File: src/rtl/copperv2_bus_arbiter.sv
// Round-robin arbiter folding the Copperv2 ir/dr/dw channels onto a single
// request/response memory port, with one transaction in flight at a time.
module copperv2_bus_arbiter #(
  parameter int ADDR_WIDTH = 32,
  parameter int DATA_WIDTH = 32,
  parameter int STRB_WIDTH = DATA_WIDTH/8,
  parameter int RESP_WIDTH = 1
) (
  input  logic                  clock,
  input  logic                  reset,
  input  logic                  bus_ir_addr_valid,
  output logic                  bus_ir_addr_ready,
  input  logic [ADDR_WIDTH-1:0] bus_ir_addr_bits,
  output logic                  bus_ir_data_valid,
  input  logic                  bus_ir_data_ready,
  output logic [DATA_WIDTH-1:0] bus_ir_data_bits,
  input  logic                  bus_dr_addr_valid,
  output logic                  bus_dr_addr_ready,
  input  logic [ADDR_WIDTH-1:0] bus_dr_addr_bits,
  output logic                  bus_dr_data_valid,
  input  logic                  bus_dr_data_ready,
  output logic [DATA_WIDTH-1:0] bus_dr_data_bits,
  input  logic                  bus_dw_req_valid,
  output logic                  bus_dw_req_ready,
  input  logic [ADDR_WIDTH-1:0] bus_dw_req_bits_addr,
  input  logic [DATA_WIDTH-1:0] bus_dw_req_bits_data,
  input  logic [STRB_WIDTH-1:0] bus_dw_req_bits_strobe,
  output logic                  bus_dw_resp_valid,
  input  logic                  bus_dw_resp_ready,
  output logic [RESP_WIDTH-1:0] bus_dw_resp_bits,
  output logic                  mem_req_valid,
  input  logic                  mem_req_ready,
  output logic [ADDR_WIDTH-1:0] mem_req_addr,
  output logic [DATA_WIDTH-1:0] mem_req_data,
  output logic [STRB_WIDTH-1:0] mem_req_strobe,
  output logic                  mem_req_write,
  input  logic                  mem_resp_valid,
  output logic                  mem_resp_ready,
  input  logic [DATA_WIDTH-1:0] mem_resp_data,
  input  logic [RESP_WIDTH-1:0] mem_resp_err
);
  localparam logic [1:0] IDLE    = 2'd0;
  localparam logic [1:0] REQ     = 2'd1;
  localparam logic [1:0] RESP    = 2'd2;
  localparam logic [1:0] DELIVER = 2'd3;

  localparam logic [1:0] CH_IR = 2'd0;
  localparam logic [1:0] CH_DR = 2'd1;
  localparam logic [1:0] CH_DW = 2'd2;

  logic [1:0]            state_q, state_d;
  logic [1:0]            last_grant_q, last_grant_d;
  logic [1:0]            grant_q, grant_d;
  logic [ADDR_WIDTH-1:0] addr_q, addr_d;
  logic [DATA_WIDTH-1:0] wdata_q, wdata_d;
  logic [STRB_WIDTH-1:0] strobe_q, strobe_d;
  logic                  write_q, write_d;
  logic [DATA_WIDTH-1:0] rdata_q, rdata_d;
  logic [RESP_WIDTH-1:0] rerr_q, rerr_d;

  logic [2:0] req_vec;
  logic       pick_found;
  logic [1:0] pick;
  logic       idle_ok;
  logic       deliver_ready;

  assign req_vec    = {bus_dw_req_valid, bus_dr_addr_valid, bus_ir_addr_valid};
  assign pick_found = |req_vec;

  // Search starts at the channel after the previous winner.
  always_comb begin
    pick = CH_IR;
    case (last_grant_q)
      CH_IR:   pick = req_vec[1] ? CH_DR : (req_vec[2] ? CH_DW : CH_IR);
      CH_DR:   pick = req_vec[2] ? CH_DW : (req_vec[0] ? CH_IR : CH_DR);
      default: pick = req_vec[0] ? CH_IR : (req_vec[1] ? CH_DR : CH_DW);
    endcase
  end

  // Readies are forced low while reset is held, even though the state is IDLE.
  assign idle_ok           = (state_q == IDLE) && reset;
  assign bus_ir_addr_ready = idle_ok && pick_found && (pick == CH_IR);
  assign bus_dr_addr_ready = idle_ok && pick_found && (pick == CH_DR);
  assign bus_dw_req_ready  = idle_ok && pick_found && (pick == CH_DW);

  assign mem_req_valid     = (state_q == REQ);
  assign mem_resp_ready    = (state_q == RESP);
  assign bus_ir_data_valid = (state_q == DELIVER) && (grant_q == CH_IR);
  assign bus_dr_data_valid = (state_q == DELIVER) && (grant_q == CH_DR);
  assign bus_dw_resp_valid = (state_q == DELIVER) && (grant_q == CH_DW);

  assign mem_req_addr   = addr_q;
  assign mem_req_data   = wdata_q;
  assign mem_req_strobe = strobe_q;
  assign mem_req_write  = write_q;

  assign bus_ir_data_bits = rdata_q;
  assign bus_dr_data_bits = rdata_q;
  assign bus_dw_resp_bits = rerr_q;

  always_comb begin
    case (grant_q)
      CH_IR:   deliver_ready = bus_ir_data_ready;
      CH_DR:   deliver_ready = bus_dr_data_ready;
      default: deliver_ready = bus_dw_resp_ready;
    endcase
  end

  always_comb begin
    state_d      = state_q;
    last_grant_d = last_grant_q;
    grant_d      = grant_q;
    addr_d       = addr_q;
    wdata_d      = wdata_q;
    strobe_d     = strobe_q;
    write_d      = write_q;
    rdata_d      = rdata_q;
    rerr_d       = rerr_q;
    case (state_q)
      IDLE: begin
        if (pick_found) begin
          grant_d      = pick;
          last_grant_d = pick;
          state_d      = REQ;
          case (pick)
            CH_IR: begin
              addr_d   = bus_ir_addr_bits;
              wdata_d  = '0;
              strobe_d = '0;
              write_d  = 1'b0;
            end
            CH_DR: begin
              addr_d   = bus_dr_addr_bits;
              wdata_d  = '0;
              strobe_d = '0;
              write_d  = 1'b0;
            end
            default: begin
              addr_d   = bus_dw_req_bits_addr;
              wdata_d  = bus_dw_req_bits_data;
              strobe_d = bus_dw_req_bits_strobe;
              write_d  = 1'b1;
            end
          endcase
        end
      end
      REQ: begin
        if (mem_req_ready) state_d = RESP;
      end
      RESP: begin
        if (mem_resp_valid) begin
          rdata_d = mem_resp_data;
          rerr_d  = mem_resp_err;
          state_d = DELIVER;
        end
      end
      default: begin
        if (deliver_ready) state_d = IDLE;
      end
    endcase
  end

  // last_grant resets to dw so that ir wins the first contention.
  always_ff @(posedge clock or negedge reset) begin
    if (!reset) begin
      state_q      <= IDLE;
      last_grant_q <= CH_DW;
      grant_q      <= CH_IR;
      addr_q       <= '0;
      wdata_q      <= '0;
      strobe_q     <= '0;
      write_q      <= 1'b0;
      rdata_q      <= '0;
      rerr_q       <= '0;
    end else begin
      state_q      <= state_d;
      last_grant_q <= last_grant_d;
      grant_q      <= grant_d;
      addr_q       <= addr_d;
      wdata_q      <= wdata_d;
      strobe_q     <= strobe_d;
      write_q      <= write_d;
      rdata_q      <= rdata_d;
      rerr_q       <= rerr_d;
    end
  end
endmodule

File: config.mk
export PLATFORM = sky130hd
export DESIGN_NAME = copperv2_bus_arbiter
export DESIGN_NICKNAME = d
export VERILOG_FILES = /design/src/rtl/copperv2_bus_arbiter.sv
export SDC_FILE = /design/constraint.sdc
export NUM_CORES = 1
export LEC_CHECK = 0
export CORE_AREA = 2 2 122 124
export CTS_CLUSTER_DIAMETER = 100
export CTS_CLUSTER_SIZE = 20
export DETAILED_ROUTE_END_ITERATION = 6
export DIE_AREA = 0 0 124 126
export GPL_TIMING_DRIVEN = 1
export PLACE_DENSITY = 0.9
export SLEW_MARGIN = 10
export SYNTH_ARGS = -nofsm -noshare
export SYNTH_HDL_FRONTEND = slang
export SYNTH_SLANG_ARGS = --single-unit
File: constraint.sdc
create_clock -name clock -period 3.9 [get_ports clock]
set_input_delay 0.585 -clock clock [delete_from_list [all_inputs] [get_ports clock]]
set_output_delay 0.585 -clock clock [all_outputs]
set_load 0.05 [all_outputs]
# Word level (Yosys, flattened, before mapping)
# Cells that the tools add are included.
[classes]
addsub = 0
multipliers = 0
div_mod_pow = 0
order_cmp = 0
n_eq_ne = 11
shifts = 0
n_mux = 17
bitwise_logic = 0
n_reduce_logical = 18
[ops]
columns = ["cell", "n"]
rows = [
  ["$pmux 32 s2", 1],
  ["$mux 32", 1],
  ["$mux 2", 9],
  ["$eq 2x1->1 const B", 4],
  ["$eq 2x2->1 const B", 4],
  ["$logic_and 1x1->1", 8],
  ["$logic_not 2->1", 4],
  ["$pmux 2 s3", 1],
  ["$mux 4", 1],
  ["$ne 2x2->1 const B", 2],
  ["$pmux 2 s2", 1],
  ["$reduce_and 2->1", 2],
  ["$reduce_and 4->1", 1],
  ["$reduce_bool 4->1", 1],
  ["$reduce_or 3->1", 1],
  ["$mux 1", 2],
  ["$ne 2x1->1 const B", 1],
  ["$pmux 1 s2", 1],
  ["$reduce_or 2->1", 1],
]
[totals]
reg_bits = 108
latchBits = 0
ramBits = 0
romBits = 0
wordCells = 55
mem_count = 0

# Logic depth before layout (Yosys ltp)
[logic_depth]
ltp_word = 6
depth_mapped = 7
ltp_nobuf = 6

# Least setup slack after synthesis
# Ideal clock, no wire load.
[synth_path]
kind = "input-to-output"
from = "input bus_dr_addr_valid"
to = "output bus_ir_addr_ready"
t_arrival_ps = 2208
required_ps = 3315
path_slack_ps = 1107
stages = 4
path_buffers = 2
path_cell_list = "buf_6 > clkbuf_1 > or4_1 > a21oi_1"
[synth_between]
elab_chain_len = 5
word_cells_on_any_way = 8
[synth_lines]
columns = ["element", "line", "text"]
rows = [
  ["start: declaration", "17", "input logic bus_dr_addr_valid,"],
  ["$mux 2 (2 in a row)", "76", "default: pick = req_vec[0] ? CH_IR : (req_vec[1] ? CH_DR : CH_DW);"],
  ["$pmux 2 s2", "73", "case (last_grant_q)"],
  ["$logic_not 2->1", "82", "assign bus_ir_addr_ready = idle_ok && pick_found && (pick == CH_IR);"],
  ["$logic_and 1x1->1 (*)", "82", ""],
  ["end: declaration", "12", "output logic bus_ir_addr_ready,"],
]
# Mark *: on every way between the ends. The rest lies on a longest branch, timed or not.

# Final worst setup path
[layout_path]
from = "register last_grant_q[0]"
to = "output bus_dw_req_ready"
[layout_between]
elab_chain_len = 4
word_cells_on_any_way = 5
[layout_lines]
columns = ["element", "line", "text"]
rows = [
  ["start: declaration", "52", "logic [1:0] last_grant_q, last_grant_d;"],
  ["start signal: assignment", "177", "last_grant_q <= last_grant_d;"],
  ["$eq 2x1->1 / $logic_not 2->1 (equally long branches)", "73", ""],
  ["$pmux 2 s2 (*)", "73", ""],
  ["$eq 2x2->1 (*)", "84", "assign bus_dw_req_ready = idle_ok && pick_found && (pick == CH_DW);"],
  ["$logic_and 1x1->1 (*)", "84", ""],
  ["end: declaration", "24", "output logic bus_dw_req_ready,"],
]
# Marks and branches as above.

==> Implementation_results.wiki <==
{| class="wikitable"
! Metric !! Value
|-
| Worst Hold Class || in -> async
|-
| Post-synth EDFFs || 0
|-
| Layout Cell Area excl Fill || 0.00892 sq mm
|-
| Area share of the largest cell type after synthesis || 47.5%
|-
| Library cell with the largest summed area after synthesis || sky130_fd_sc_hd__dfrtp_1
|-
| Worst Clk Skew || 0.00961 ns
|-
| Status || completed
|-
| Worst setup startpoint || last_grant_q[0]
|-
| GRT Util Overall || 23.7%
|-
| First-pass detailed-route iteration total || 6
|-
| Largest net degree at the start of global routing || 65
|-
| Final number of max-transition violations || 0
|-
| Cell chosen for the clock root || sky130_fd_sc_hd__clkbuf_16
|-
| Unique cell type count in the Yosys netlist || 34
|-
| Total Die Area || 0.0156 sq mm
|-
| Starting density of the core || 39.0%
|-
| Post-Syn Instances || 526
|-
| Transition time of the tightest slew-check pin || 1.12 ns
|-
| Syn_nets || 705
|-
| Proportion of synthesized flip-flops having asynchronous set or reset || 100%
|-
| Number of sinks handled by clock tree synthesis || 107
|-
| Combinational family with the most area after synthesis || compound AO/OA/AOI/OAI gates
|-
| Post-route minimum period || 3.04 ns
|-
| Via Count || 5169
|-
| Cell Area, Placed || 0.00864 sq mm
|-
| Number of antenna cells inserted || 0
|-
| CTS buffer count || 9
|-
| Synthesized-area fraction occupied by ao, oa, aoi and oai cells || 21.0%
|-
| Number of hold-repair buffers added at the cts stage || 0
|-
| Classification of the worst setup path || reg -> out
|-
| Critical path destination || bus_dw_req_ready
|-
| Most common cell after layout, fill and taps aside || sky130_fd_sc_hd__clkdlybuf4s50_1
|-
| Vias per Instance || 5.28
|-
| Maximum frequency from static timing analysis || 0.329 GHz
|-
| Adder-cell share of the synthesized area || 0.896%
|-
| Share of synthesized area spent on multiplexers || 7.39%
|-
| Worst R2R Path Depth || 5
|-
| Number of buffers inserted to repair setup after CTS || 0
|-
| Number of placement rows || 44
|-
| Share of the clock period used by the worst path after layout || 77.9%
|-
| Die X-Extent || 124 um
|-
| Clock tree from TritonCTS || built
|-
| Clk buf depth || 2
|-
| Number of antenna violations at the first check in global routing || 1
|-
| Clock insertion delay at the later pin of the skew report || 0.34 ns
|-
| Synthesis warning total || 0
|-
| Resized Gates After CTS || 0
|-
| Placeable core region || 0.0143 sq mm
|-
| Pwr/cell area || 924 mW/mm^2
|-
| Most used cells in the layout excluding fill and tap cells || sky130_fd_sc_hd__clkdlybuf4s50_1 (311), sky130_fd_sc_hd__dfrtp_1 (106), sky130_fd_sc_hd__inv_1 (36), sky130_fd_sc_hd__a22o_1 (36)
|-
| Static power due to leakage || 3.75 nW
|-
| Required arrival time at the worst endpoint || 3.31 ns
|-
| Number of synthesized register bits || 107
|-
| Destination of the worst register-to-register timing path || mem_req_data[20]
|-
| Largest fanout of any net on the critical path || 17
|-
| Share of synthesized cell area in and, or, nand and nor gates || 12.1%
|-
| Highest ir drop seen on vdd || 0.429 mV
|-
| Fraction of layout instances using a drive strength above 1 || 9.18%
|-
| Total length of routed wires || 18600 um
|-
| Gpl congestion || 0.854
|-
| R2R Setup Slk || 1.55 ns
|-
| Max_slew headroom || 25.5%
|-
| Drc violations || 0
|-
| Main flop type after synthesis || sky130_fd_sc_hd__dfrtp_1
|-
| Total standard cell area after synthesis || 0.00558 sq mm
|-
| Unrepaired setup endpoints after global routing || no
|-
| Global route total overflow || 0
|-
| Level count of the clock H-tree || 3
|-
| Post-DRT Antenna Nets || 0
|-
| Top cells by area in the synthesized netlist || sky130_fd_sc_hd__dfrtp_1 (48%), sky130_fd_sc_hd__mux2_2 (6.9%), sky130_fd_sc_hd__a221o_1 (5.7%)
|-
| Mean post-synth cell area || 10.6 sq um
|-
| Number of buffers inserted by port buffering || 316
|-
| Critical Path Sink Type || output port
|-
| Worst endpoint data arrival time || 2.45 ns
|-
| Portion of the post-synthesis area used by sequential elements || 48.0%
|-
| Num ports || 317
|-
| Synth-to-layout area growth || 59.8%
|-
| Die span in y || 126 um
|-
| Maximum Capacitance Violations || 0
|-
| Reg-to-reg startpoint || last_grant_q[0]
|-
| Final Hold Violating Endpoints || 0
|-
| First-pass GRT wire length || 28400 um
|-
| Endpoints failing setup || 0
|-
| Crit start category || flop
|-
| Detailed router's first-iteration violation count || 336
|-
| Detail Placement HPWL || 14000 um
|-
| Nets@finish || 969
|-
| Clock edge transition at the registers on the reported setup and hold paths || 0.08 ns
|-
| Via count of the first global-routing pass || 5187
|-
| Xor/xnor cell area share of the yosys netlist || 0%
|-
| Post-Route Setup TNS || 0 ns
|-
| Wirelength per Cell || 19.0 um
|}
where the power goes:
group	switching, mW	internal [mW]
clock	0.439	0.446
sequential	0.342	1.61
combinational	3.45	1.96
metrics by stage:
stage	power (mW)	utilization [%]	cells	setup WS (ns)	hold WS [ns]
global placement	7.30	60.3	963	0.940	0.487
finish	8.24	62.3	979	0.860	0.222
CTS	8.30	62.3	979	0.840	0.243
global route	8.64	62.3	979	0.721	0.267
floorplan	5.74	-	526	1.11	0.289
detailed placement	7.40	60.3	963	0.919	0.490
cell type report:
| cell class | instances | area [sq um] |
|---|---|---|
| Tap cell | 184 | 230 |
| Fill cell | 1152 | 5390 |
| Timing Repair Buffer | 328 | 3280 |
| Multi-Input combinational cell | 308 | 2320 |
| Clock buffer | 9 | 225 |
| Inverter | 36 | 135 |
| Clock inverter | 7 | 61.3 |
| Sequential cell | 107 | 2680 |
synthesized netlist by cell type, drive strengths merged (2+ instances only):
library cell,instances
nand3,32
o211ai,32
clkbuf,25
mux2,34
a22o,36
a221o,32
nor2b,31
a21oi,6
buf,50
and2b,4
nand2,5
nor3b,2
inv,36
o21ai,34
dfrtp,106
o21bai,2
nor2,9
mux2i,3
ha,4
and2,33
logic make-up (layout without fill, tap and decap cells):
group,Yosys count,count (layout)
AND/OR/NAND/NOR,119,119
AO/OA/AOI/OAI,148,148
adder cells (fa/ha/maj),4,4
multiplexers,37,37
buffers and inverters,111,380
flip-flops,107,107
registers in the layout (all words and copies together) (netlist names):
signal	cells
mem_req_addr	32
mem_req_write	1
mem_req_data	32
bus_dw_resp_bits	1
grant_q	1
last_grant_q	2
bus_dr_data_bits	32
mem_req_strobe	4
state_q	2
critical path, stage by stage (launching register included):
cell,delay (ns)
sky130_fd_sc_hd__dfrtp_1,0.52
sky130_fd_sc_hd__nor2b_2,0.76
sky130_fd_sc_hd__nand2_1,0.21
sky130_fd_sc_hd__and2_1,0.26
sky130_fd_sc_hd__nor2_1,0.20
sky130_fd_sc_hd__buf_12,0.17
routing by layer:
metal / routed length, um / track usage, % / share of wire (%)
met1: 7150 / 28.6 / 38
met2: 9350 / 40.4 / 50
met3: 1490 / 5.80 / 8.0
met4: 595 / 8.99 / 3.2
met5: 11 / 0 / 0.059
worst min-delay path by stage:
stage / startpoint / endpoint / depth (start not counted)
3_3_place_gp: mem_req_data[11] / mem_req_data[11] / 1
6_report: reset / mem_req_strobe[3] / 1
3_5_place_dp: mem_req_data[29] / mem_req_data[29] / 1
5_1_grt: reset / mem_req_strobe[3] / 1
2_1_floorplan: reset / bus_dr_data_bits[0] / 0
4_1_cts: reset / mem_req_strobe[3] / 1
Note: power is estimated with default switching activity, not from simulation.
